`src/rtl/instruction_loader.sv`:
```
// Boot-time program loader: assembles a little-endian byte stream into instruction
// words, writes them to consecutive memory addresses, then verifies an XOR checksum.
module instruction_loader #(
    parameter int DATA_WIDTH = 32,
    parameter int ADDR_WIDTH = 12
) (
    input  logic                  clk,
    input  logic                  reset,
    input  logic                  start,
    input  logic [ADDR_WIDTH:0]   num_words,
    input  logic                  byte_valid,
    input  logic [7:0]            byte_data,
    output logic                  byte_ready,
    output logic                  wr_en,
    output logic [ADDR_WIDTH-1:0] wr_addr,
    output logic [DATA_WIDTH-1:0] wr_data,
    output logic                  cpu_hold,
    output logic                  busy,
    output logic                  done,
    output logic                  error
);

    localparam int BYTES = DATA_WIDTH / 8;
    localparam int BCW   = (BYTES > 1) ? $clog2(BYTES) : 1;
    localparam logic [ADDR_WIDTH:0] CAPACITY = {1'b1, {ADDR_WIDTH{1'b0}}};

    typedef enum logic [2:0] {
        IDLE,
        RECV,
        WRITE,
        CHECK,
        DONE
    } state_t;

    state_t                state_q, state_d;
    logic [ADDR_WIDTH:0]   num_words_q;
    logic [ADDR_WIDTH:0]   word_cnt_q;
    logic [BCW-1:0]        byte_cnt_q;
    logic [DATA_WIDTH-1:0] word_buf_q;
    logic [DATA_WIDTH-1:0] word_next;
    logic [7:0]            checksum_q;
    logic [ADDR_WIDTH-1:0] wr_addr_q;
    logic [DATA_WIDTH-1:0] wr_data_q;
    logic                  error_q;
    logic                  byte_fire;
    logic                  last_byte;
    logic                  last_word;

    assign byte_ready = (state_q == RECV) || (state_q == CHECK);
    assign byte_fire  = byte_valid && byte_ready;
    assign last_byte  = (byte_cnt_q == BCW'(BYTES - 1));
    assign last_word  = ((word_cnt_q + (ADDR_WIDTH + 1)'(1)) == num_words_q);

    // Current word with the incoming byte dropped into its lane, so the final
    // byte of a word can be captured straight into wr_data.
    always_comb begin
        // NOTE: every always_comb output gets a default first so no latch is inferred.
        word_next = word_buf_q;
        for (int i = 0; i < BYTES; i++) begin
            if (byte_cnt_q == BCW'(i)) begin
                word_next[8*i +: 8] = byte_data;
            end
        end
    end

    always_comb begin
        state_d = state_q;
        unique case (state_q)
            IDLE: begin
                if (start) begin
                    if (num_words > CAPACITY) begin
                        state_d = DONE;
                    end else if (num_words == '0) begin
                        state_d = CHECK;
                    end else begin
                        state_d = RECV;
                    end
                end
            end
            RECV:  if (byte_fire && last_byte) state_d = WRITE;
            WRITE: state_d = last_word ? CHECK : RECV;
            CHECK: if (byte_fire) state_d = DONE;
            DONE:  state_d = IDLE;
            default: state_d = IDLE;
        endcase
    end

    always_ff @(posedge clk) begin
        // NOTE: sequential state uses non-blocking assignments so every register
        // samples pre-edge values regardless of statement order.
        if (reset) begin
            state_q <= IDLE;
        end else begin
            state_q <= state_d;
        end
    end

    always_ff @(posedge clk) begin
        if (reset) begin
            num_words_q <= '0;
            word_cnt_q  <= '0;
            byte_cnt_q  <= '0;
            word_buf_q  <= '0;
            checksum_q  <= '0;
            wr_addr_q   <= '0;
            wr_data_q   <= '0;
            error_q     <= 1'b0;
        end else begin
            unique case (state_q)
                IDLE: begin
                    if (start) begin
                        num_words_q <= num_words;
                        word_cnt_q  <= '0;
                        byte_cnt_q  <= '0;
                        word_buf_q  <= '0;
                        checksum_q  <= '0;
                        error_q     <= (num_words > CAPACITY);
                    end
                end
                RECV: begin
                    if (byte_fire) begin
                        word_buf_q <= word_next;
                        checksum_q <= checksum_q ^ byte_data;
                        if (last_byte) begin
                            byte_cnt_q <= '0;
                            wr_data_q  <= word_next;
                            wr_addr_q  <= word_cnt_q[ADDR_WIDTH-1:0];
                        end else begin
                            byte_cnt_q <= byte_cnt_q + BCW'(1);
                        end
                    end
                end
                WRITE: begin
                    word_cnt_q <= word_cnt_q + (ADDR_WIDTH + 1)'(1);
                end
                CHECK: begin
                    if (byte_fire && (byte_data != checksum_q)) begin
                        error_q <= 1'b1;
                    end
                end
                DONE: ;
                default: ;
            endcase
        end
    end

    // Write address/data are registered so they hold after the strobe drops.
    assign wr_en    = (state_q == WRITE);
    assign wr_addr  = wr_addr_q;
    assign wr_data  = wr_data_q;
    assign busy     = (state_q != IDLE);
    assign cpu_hold = (state_q != IDLE);
    assign done     = (state_q == DONE);
    assign error    = error_q;

endmodule

```
`config.mk`:
```
export PLATFORM = sky130hd
export DESIGN_NAME = instruction_loader
export DESIGN_NICKNAME = d
export VERILOG_FILES = /design/src/rtl/instruction_loader.sv
export SDC_FILE = /design/constraint.sdc
export NUM_CORES = 1
export LEC_CHECK = 0
export BUFFER_PORTS_ARGS = -buffer_cell sky130_fd_sc_hd__buf_2
export CORE_MARGIN = 3
export CORE_UTILIZATION = 57
export DETAILED_ROUTE_END_ITERATION = 10
export PLACE_DENSITY = 0.86
export SLEW_MARGIN = 15
export SYNTH_ARGS = -nofsm -noshare
export SYNTH_HDL_FRONTEND = slang
export SYNTH_SLANG_ARGS = --single-unit
```
`constraint.sdc`:
```
create_clock -name clk -period 2.3 [get_ports clk]
set_input_delay 0.345 -clock clk [delete_from_list [all_inputs] [get_ports clk]]
set_output_delay 0.345 -clock clk [all_outputs]
set_load 0.1 [all_outputs]
```
# Yosys cells after proc, flatten, opt, wreduce, memory -nomap -nowiden
# Cells that the tools add are included.
# classes
n_addsub,2
order_cmp,1
eq_ne,14
muxes,26
n_bitwise,1
n_reduce_logical,17
# op_table
cell,n
$mux 32,2
$pmux 32 s2,1
$mux 8,6
$pmux 13 s2,1
$pmux 8 s2,1
$add 13x1->13 const B,1
$eq 13x13->1,1
$gt 13x13->1 const B,1
$logic_not 13->1,1
$mux 13,1
$mux 3,4
$pmux 3 s4,1
$reduce_and 3->1,4
$mux 2,5
$ne 8x8->1,1
$xor 8x8->8,1
$eq 3x2->1 const B,2
$ne 2x2->1 const B,3
$reduce_bool 2->1,3
$eq 2x2->1 const B,2
$ne 2x1->1 const B,2
$pmux 2 s2,1
$reduce_and 2->1,2
$eq 3x1->1 const B,1
10 further kinds,13
# totals
regBits,116
input_bits,25
out_inout_bits,50
word_cells,70

# Longest topological paths before layout
# Gate-level depths: netlist of the first run.
# logic_depth
ltp_word,6
mapped_depth,8
ltp_nobuf,6

# Least setup slack after synthesis of the first run
# Ideal clock, no wire load.
# synth_path
kind,reg2out
from,register state_q[1]
to,output done
arrival_time_ns,2.601
required_ns,1.955
slack_ns,-0.646
stages_incl_launch_ff,3
n_path_buf,1
path_cell_list,dfxtp_1 clkbuf_1 nor3_1
# synth_between
elab_chain_len,1
# synth_rtl
item,line,text
start: declaration,35,"state_t state_q, state_d;"
start signal: assignment,94,state_q <= state_d;
$eq 3x3->1,153,assign done = (state_q == DONE);
end: declaration,19,"output logic done,"
# Every way passes these cells.

# Worst setup path after layout of the first run
# layout_path
from,register state_q[1]
to,output wr_en
# layout_between
elab_chain_len,1
# layout_rtl
item,line,text
$eq 3x2->1,148,assign wr_en = (state_q == WRITE);
end: declaration,14,"output logic wr_en,"
# Every way passes these cells.

==> impl_metrics.py, run 1 <==
metrics = {
    "global_route": {
        "overflow": 0,
        "track_usage": 0.234,
        "grt_max_degree": 83,
        "grt_pass1_wl_um": 19200,
        "antenna_found_initial": 0,
        "first_global_vias": 4039,
    },
    "worst_setup_path": {
        "crit_family": "simple AND/OR/NAND/NOR gates",
        "worstPathCellList": "or3b_1 > inv_2 > buf_12",
        "path_buf_inv": 2,
        "path_max_fanout": 15,
        "required_ns": 1.96,
        "crit_type": "reg -> out",
        "worstPathArrival_ns": 1.80,
        "slowest_delay_ns": 0.51,
        "cpMaxStageDelayCell": "or3b_1",
        "critPathLaunchType": "register",
        "crit_path_end_kind": "output pin",
    },
    "detailed_routing": {
        "drc_errors": 0,
        "wl_um": 11600,
        "routed-wl-met2_um": 5000,
        "dr.pass1.iters": 5,
        "wl_met1_um": 5640,
        "via_count": 4437,
        "dr_wl_met3_um": 755,
        "dr.max_layer_used": "met4",
        "ant_nets": 0,
        "vias_per_cell": 5.84,
        "drt-wirelength-per-cell_um": 15.2,
        "drtIter0Drc": 341,
    },
    "die": {
        "start_util": 0.601,
        "die_h_um": 100,
        "dieArea_um2": 10000,
        "die_w_um": 100,
        "core_um2": 8420,
        "fp-row-count": 33,
        "pin_count": 75,
    },
    "yosys": {
        "synth.largest_area_cell": "dfxtp_1",
        "synth_top_area_share": 0.427,
        "ys_warn_count": 0,
        "synth_cell_types": 58,
        "syn_inst": 609,
        "syn_avg_cell_area_um2": 8.31,
        "syn-num-nets": 639,
        "synth_top_cells_by_area": "dfxtp_1, nand2_1, a21oi_1",
        "ys_seq_area_frac": 0.427,
        "async_reset_ff_frac": 0,
        "synth_edf_count": 0,
        "synth-seq-cells": 108,
        "synth_ff_type": "dfxtp_1",
        "synth_area_um2": 5060,
    },
    "cts": {
        "cts.clk_slew.worst_paths_ns": 0.10,
        "clockRootBuffer": "clkbuf_8",
        "cts_buffer_depth": 2,
        "post_cts.repair.setup_buffers": 0,
        "clock_sinks": 108,
        "numCtsBuffers": 9,
        "post_cts_resized": 0,
        "clock_latency_ns": 0.37,
        "tritoncts": "yes",
        "hold_buffers": 0,
        "ctsHtreeMaxLevel": 3,
    },
    "worst_hold_path": {
        "hp-class": "in -> reg",
    },
    "timing": {
        "fin_ws_ns": 0.158,
        "rsz0062_at_grt": "no",
        "final_max_slew_viol_count": 0,
        "final-hold-violation-count": 0,
        "min_period_ns": 2.14,
        "finalSetupTns_ns": 0,
        "fin_crit_sh": 0.931,
        "worstMarginPinSlew_ns": 0.713,
        "slew_headroom": 0.524,
        "skew_ns": 0.0126,
        "fmax_mhz": 467,
        "setup_violations": 0,
    },
    "power_and_ir_drop": {
        "ir_worst_vdd_v": 0.000420,
        "seqPwrFrac": 0.552,
        "power.density_nw_per_um2": 628,
        "power.leakage_nw": 2.16,
        "pwr-share-comb": 0.129,
        "p_total_mw": 3.51,
        "power_frac_clock": 0.319,
        "swShare": 0.299,
        "internal_power_mw": 2.46,
        "switching_power_mw": 1.05,
    },
    "finish": {
        "area_growth_pct": 10.6,
        "finalNetCount": 680,
        "final_layout_size_suffix_gt1_frac": 0.183,
        "stdcell_count": 760,
        "num_antenna_cells": 0,
    },
    "placement": {
        "gp_congestion": 0.994,
        "pre_cts_slack_ns": 0.319,
        "io_buffers": 74,
        "dpl.cell_count": 744,
        "dp_hpwl_um": 8240,
    },
    "run_status": {
        "status": "finished clean",
    },
    "run": {
        "drv_cap": 0,
    },
}
## cell usage after synthesis, types with 4 or more instances
cell type	instances
ha_1	5
nor2_1	79
mux2i_1	24
buf_4	5
nor3b_1	5
nor2b_1	5
xnor2_1	15
buf_6	6
xor2_1	8
a22oi_1	24
or3_1	4
buf_2	12
and2_1	4
inv_1	6
dfxtp_1	108
a21oi_1	61
nand4_1	5
clkbuf_1	31
nor4_1	9
o21ai_0	22
nand3_1	8
nor3_1	7
a211oi_1	25
nand2_1	87
## cell type report
cell class                      count  area [um^2]
Tap cell                          105          131
Clock buffer                        9          124
Fill cell                         708         2830
Inverter                            7         26.3
Multi-Input combinational cell    435         2560
Sequential cell                   108         2160
Timing Repair Buffer               89          523
Clock inverter                      7         70.1
## logic make-up after synthesis
group,Yosys count,synth area share
simple gates,232,0.213
mux,25,0.0497
flops,108,0.427
buf+inv,66,0.0687
fa+ha+maj,5,0.0124
compound gates,150,0.189
xor+xnor,23,0.0398
## flip-flops by register name (all words and copies together) (netlist names)
| signal | count |
|---|---|
| checksum_q | 8 |
| error | 1 |
| word_cnt_q | 13 |
| num_words_q | 13 |
| word_buf_q | 24 |
| wr_addr | 12 |
| byte_cnt_q | 2 |
| wr_data | 32 |
| state_q | 3 |
## worst register-to-register path, cell delays in order (launching register included)
cell and delay, ns:
dfxtp_1 0.49, ha_1 0.32, nand3_1 0.13, or4_4 0.44, nor2_1 0.12, o221ai_1 0.13
o41ai_2 0.28
## metal layers
metal / vias up / GRT usage
met5: - / 0
met4: 0 / 0.0808
met3: 16 / 0.0334
met2: 171 / 0.347
met1: 2059 / 0.347
li1: 2191 / -
## through the flow
step	hold slack [ns]	utilization	cell area, um^2
after floorplan	0.444	-	5070
after global placement	0.442	0.641	5400
after detailed placement	0.449	0.641	5400
after CTS	0.212	0.664	5590
after global routing	0.225	0.664	5600
final	0.222	0.664	5600
## power by group through the flow
stage          Combinational [mW]  Sequential, mW  Clock [mW]
2_1_floorplan               0.353            1.98           0
3_3_place_gp                0.439            1.98           0
3_5_place_dp                0.447            1.98           0
4_1_cts                     0.451            1.94        1.14
5_1_grt                     0.493            1.94        1.21
6_report                    0.453            1.94        1.12
## worst paths after layout
check | from | slack, ns | endpoint | cells after the start
max reg2reg | word_cnt_q[0] | 0.29 | state_q[1] | 6
min | num_words[3] | 0.22 | num_words_q[3] | 3
max | state_q[1] | 0.16 | wr_en | 3
min reg2reg | wr_addr[10] | 0.46 | wr_addr[10] | 2
## placed cells by master, fill, tap and decap left out, types with 6 or more instances in the layout
cell type and n:
nor3_1 6, nand2_1 87, xnor2_1 15, inv_1 6, clkbuf_8 9, a22oi_1 24, mux2i_1 24, dfxtp_1 107
a211oi_1 25, nor4_1 9, a21oi_1 61, nor2_1 79, o21ai_0 22, buf_2 73, nand3_1 8, xor2_1 8
buf_4 13
Power figures use the tool's default switching activity.
==> run 2: changes to the inputs <==
--- a/config.mk
+++ b/config.mk
@@ -7,9 +7,10 @@
 export LEC_CHECK = 0
 export BUFFER_PORTS_ARGS = -buffer_cell sky130_fd_sc_hd__buf_2
 export CORE_MARGIN = 3
-export CORE_UTILIZATION = 57
+export CORE_UTILIZATION = 55
 export DETAILED_ROUTE_END_ITERATION = 10
-export PLACE_DENSITY = 0.86
+export MAX_ROUTING_LAYER = met4
+export PLACE_DENSITY = 0.83
 export SLEW_MARGIN = 15
 export SYNTH_ARGS = -nofsm -noshare
 export SYNTH_HDL_FRONTEND = slang
==> run 2 against run 1 <==
- cell area increased by 0.96%
- combinational power increased by 2%
- non-clock buffer count increased by 6
- wire length increased by 3.9%
- sequential share of layout area decreased by 0.39 points
- first-iteration DRC count increased by 10%
- critical endpoint unchanged
==> impl_metrics.py, run 2 (synthesis gave the netlist of run 1 again) <==
metrics = {
    "run_status": {
        "status": "finished clean",
    },
    "worst_hold_path": {
        "hp-class": "in -> reg",
        "hold-path-cell-count": 3,
    },
    "detailed_routing": {
        "via_count": 4572,
        "drc_errors": 0,
        "ant_nets": 0,
        "drtIter0Drc": 376,
        "drt-wirelength-per-cell_um": 15.6,
        "dr.pass1.iters": 5,
        "wl_um": 12000,
        "vias_per_cell": 5.95,
    },
    "cts": {
        "clockRootBuffer": "clkbuf_8",
        "clock_sinks": 108,
        "clock_latency_ns": 0.37,
        "hold_buffers": 0,
        "tritoncts": "yes",
        "post_cts.repair.setup_buffers": 0,
        "ctsHtreeMaxLevel": 3,
        "numCtsBuffers": 9,
        "cts_buffer_depth": 2,
        "cts.clk_slew.worst_paths_ns": 0.11,
        "post_cts_resized": 0,
    },
    "timing": {
        "final-hold-violation-count": 0,
        "fin_ws_ns": 0.234,
        "slew_headroom": 0.529,
        "fmax_mhz": 484,
        "rsz0062_at_grt": "no",
        "finalSetupTns_ns": 0,
        "skew_ns": 0.0136,
        "worstMarginPinSlew_ns": 0.706,
        "setup_violations": 0,
        "fin_crit_sh": 0.898,
        "final_max_slew_viol_count": 0,
        "holdWs_ns": 0.213,
        "min_period_ns": 2.07,
    },
    "finish": {
        "layout_common_cells": "dfxtp_1, nand2_1, nor2_1",
        "stdcell_count": 769,
        "final_layout_size_suffix_gt1_frac": 0.189,
        "final_common_cell": "dfxtp_1",
        "finalNetCount": 686,
        "num_antenna_cells": 0,
        "largest_reg_flops": 32,
        "post-route-util": 0.638,
        "area_growth_pct": 11.6,
        "fin_area_um2": 5650,
    },
    "die": {
        "die_w_um": 102,
        "fp-row-count": 34,
        "dieArea_um2": 10400,
        "start_util": 0.572,
        "die_h_um": 102,
        "pin_count": 75,
        "core_um2": 8850,
    },
    "power_and_ir_drop": {
        "power.leakage_nw": 2.20,
        "power.density_nw_per_um2": 645,
        "ir_worst_vdd_v": 0.000378,
        "p_total_mw": 3.64,
    },
    "global_route": {
        "track_usage": 0.238,
        "grt_use_met3": 0.0280,
        "grt.busiest_layer": "met2",
        "antenna_found_initial": 0,
        "first_global_vias": 4153,
        "grt_pass1_wl_um": 19500,
        "use_met1": 0.333,
        "overflow": 0,
        "grt_max_degree": 57,
        "grtUsageMet2": 0.363,
    },
    "worst_setup_path": {
        "crit_path_end_kind": "output pin",
        "worstPathArrival_ns": 1.72,
        "crit_type": "reg -> out",
        "critPathLaunchType": "register",
        "path_max_fanout": 10,
        "reg2reg_depth": 5,
        "required_ns": 1.96,
    },
    "placement": {
        "pre_cts_slack_ns": 0.352,
        "dp_hpwl_um": 8600,
        "io_buffers": 74,
        "gp_congestion": 0.936,
        "dpl.cell_count": 753,
        "placed_area_um2": 5440,
    },
    "run": {
        "drv_cap": 0,
    },
}
==> run 2: critical path, cell delays in order (launching register included) <==
cell and delay (ns):
dfxtp_1 0.41, or3b_1 0.49, inv_2 0.23, buf_12 0.21
==> run 2: area by class of cell <==
type | instances | area, um^2
Fill cell | 742 | 3200
Inverter | 7 | 26.3
Tap cell | 108 | 135
Clock inverter | 7 | 88.8
Clock buffer | 9 | 124
Timing Repair Buffer | 95 | 556
Sequential cell | 108 | 2160
Multi-Input combinational cell | 435 | 2560
==> run 2: where the power goes <==
part           switching (mW)  internal (mW)
Clock                   0.709          0.537
Combinational           0.324          0.138
Sequential             0.0336           1.90
==> run 2: worst paths after layout <==
path                     start             end  slack [ns]
setup / recovery    state_q[2]           wr_en        0.23
hold / removal    num_words[3]  num_words_q[3]        0.21
setup reg to reg    state_q[0]   word_buf_q[1]        0.33
hold reg to reg     wr_addr[5]      wr_addr[5]        0.46
==> run 2: layer usage <==
metal  vias up  part of all wire
met3        27             0.073
li1       2218                 -
met1      2125              0.47
met2       202              0.44
met5         -                 0
met4         0             0.019
==> run 3: changes to the inputs <==
--- a/config.mk
+++ b/config.mk
@@ -6,7 +6,7 @@
 export NUM_CORES = 1
 export LEC_CHECK = 0
 export BUFFER_PORTS_ARGS = -buffer_cell sky130_fd_sc_hd__buf_2
-export CORE_MARGIN = 3
+export CORE_MARGIN = 1.5
 export CORE_UTILIZATION = 55
 export DETAILED_ROUTE_END_ITERATION = 10
 export MAX_ROUTING_LAYER = met4
==> run 3 against run 2 <==
- the run now ends with design-rule violations left
- core utilization hardly changed
- cell area decreased by 0.42%
- clock power down 8%
- via count decreased by 2.3%
- clock-buffer cell count stayed put
- non-clock buffer count down 2
- critical path depth unchanged
- fmax fell by 4.9%
- first-iteration DRC count is 14% lower
- wire length increased by 0.21%
==> impl_metrics.py, run 3 (synthesis gave the netlist of run 1 again) <==
metrics = {
    "die": {
        "pin_count": 75,
        "die_h_um": 98.9,
        "fp-row-count": 34,
        "dieArea_um2": 9790,
        "start_util": 0.575,
        "die_w_um": 98.9,
        "core_um2": 8810,
    },
    "finish": {
        "stdcell_count": 767,
        "final_common_cell": "dfxtp_1",
        "final_layout_size_suffix_gt1_frac": 0.187,
        "largest_reg_flops": 32,
        "area_growth_pct": 11.1,
        "post-route-util": 0.639,
        "num_antenna_cells": 0,
        "finalNetCount": 684,
        "fin_area_um2": 5630,
        "layout_common_cells": "dfxtp_1, nand2_1, nor2_1",
    },
    "global_route": {
        "grt_pass1_wl_um": 19900,
        "overflow": 0,
        "track_usage": 0.258,
        "grt_max_degree": 45,
        "first_global_vias": 4131,
        "antenna_found_initial": 0,
    },
    "placement": {
        "dpl.cell_count": 751,
        "placed_area_um2": 5420,
        "gp_congestion": 1.03,
        "dp_hpwl_um": 8530,
        "io_buffers": 74,
        "pre_cts_slack_ns": 0.315,
    },
    "cts": {
        "clock_latency_ns": 0.37,
        "cts_buffer_depth": 2,
        "ctsHtreeMaxLevel": 3,
        "clock_sinks": 108,
        "hold_buffers": 0,
        "numCtsBuffers": 9,
        "post_cts.repair.setup_buffers": 0,
        "clockRootBuffer": "clkbuf_8",
        "tritoncts": "yes",
        "cts.clk_slew.worst_paths_ns": 0.11,
        "post_cts_resized": 0,
    },
    "detailed_routing": {
        "wl_um": 12100,
        "drt-wirelength-per-cell_um": 15.7,
        "drc_errors": 7,
        "drtIter0Drc": 324,
        "dr.pass1.iters": 8,
        "ant_nets": 0,
        "via_count": 4466,
        "vias_per_cell": 5.82,
    },
    "worst_setup_path": {
        "crit_type": "reg -> out",
        "reg2reg_depth": 5,
        "crit_path_end_kind": "output pin",
        "path_max_fanout": 10,
        "rrSetupSlack_ns": 0.26,
        "crit_start": "state_q[1]",
        "r2r_start": "state_q[0]",
        "worstPathArrival_ns": 1.83,
        "required_ns": 1.96,
        "critPathLaunchType": "register",
        "rr_endpoint": "word_buf_q[2]",
        "crit_end": "wr_en",
    },
    "power_and_ir_drop": {
        "ir_worst_vdd_v": 0.000424,
        "power.density_nw_per_um2": 631,
        "power.leakage_nw": 2.18,
    },
    "run_status": {
        "status": "complete, but fails checks",
        "violations": "design-rule violations",
    },
    "timing": {
        "final-hold-violation-count": 0,
        "min_period_ns": 2.17,
        "final_max_slew_viol_count": 0,
        "rsz0062_at_grt": "no",
        "setup_violations": 0,
        "fmax_mhz": 460,
        "slew_headroom": 0.526,
        "worstMarginPinSlew_ns": 0.710,
        "fin_ws_ns": 0.127,
        "fin_crit_sh": 0.945,
        "skew_ns": 0.0138,
        "finalSetupTns_ns": 0,
    },
    "run": {
        "drv_cap": 0,
    },
    "worst_hold_path": {
        "hp-class": "in -> reg",
    },
}
==> run 3: changes by cell type in the layout (fill, tap and decap cells not counted), sizes merged <==
cell / previous run / this run
buf: 95 / 93
bufinv: 1 / 0
clkinv: 1 / 3
clkinvlp: 0 / 1
inv: 12 / 10
==> run 3: layout make-up <==
type	count	area, um^2
well taps	108	135
fillers	731	3180
clock buffers	9	124
clock inverters	7	80.1
inverters	7	26.3
repair buffers	93	541
multi-input cells	435	2560
flip-flops and latches	108	2160
==> run 3: layer usage <==
layer  global-route usage  up-vias  wire length (um)  part of all wire
li1                     -     2199                 -                 -
met1                0.364     2083              5730              0.48
met4               0.0901        0               208             0.017
met3               0.0383       24               719             0.060
met5                    -        -                 0                 0
met2                0.378      160              5400              0.45
==> run 3: worst max-delay path, cell delays in order (launching register included) <==
cell and delay [ns]:
dfxtp_1 0.49, or3b_1 0.51, inv_2 0.25, buf_12 0.21
==> run 3: how the worst min path moves through the flow <==
stage | startpoint | endpoint | cells past startpoint
5_1_grt | num_words[3] | num_words_q[3] | 3
3_3_place_gp | wr_data[27] | wr_data[27] | 2
3_5_place_dp | wr_data[27] | wr_data[27] | 2
6_report | num_words[2] | num_words_q[2] | 3
4_1_cts | num_words[2] | num_words_q[2] | 3
2_1_floorplan | num_words_q[5] | num_words_q[5] | 2
==> run 3: per-stage QoR <==
| stage | hold slack (ns) | power (mW) |
|---|---|---|
| 2_1_floorplan | 0.444 | 2.33 |
| 3_3_place_gp | 0.441 | 2.42 |
| 3_5_place_dp | 0.445 | 2.43 |
| 4_1_cts | 0.202 | 3.56 |
| 5_1_grt | 0.223 | 3.69 |
| 6_report | 0.215 | 3.55 |
==> run 3: power breakdown <==
group	internal [mW]	switching, mW
Clock	0.433	0.718
Sequential	1.90	0.0345
Combinational	0.136	0.324
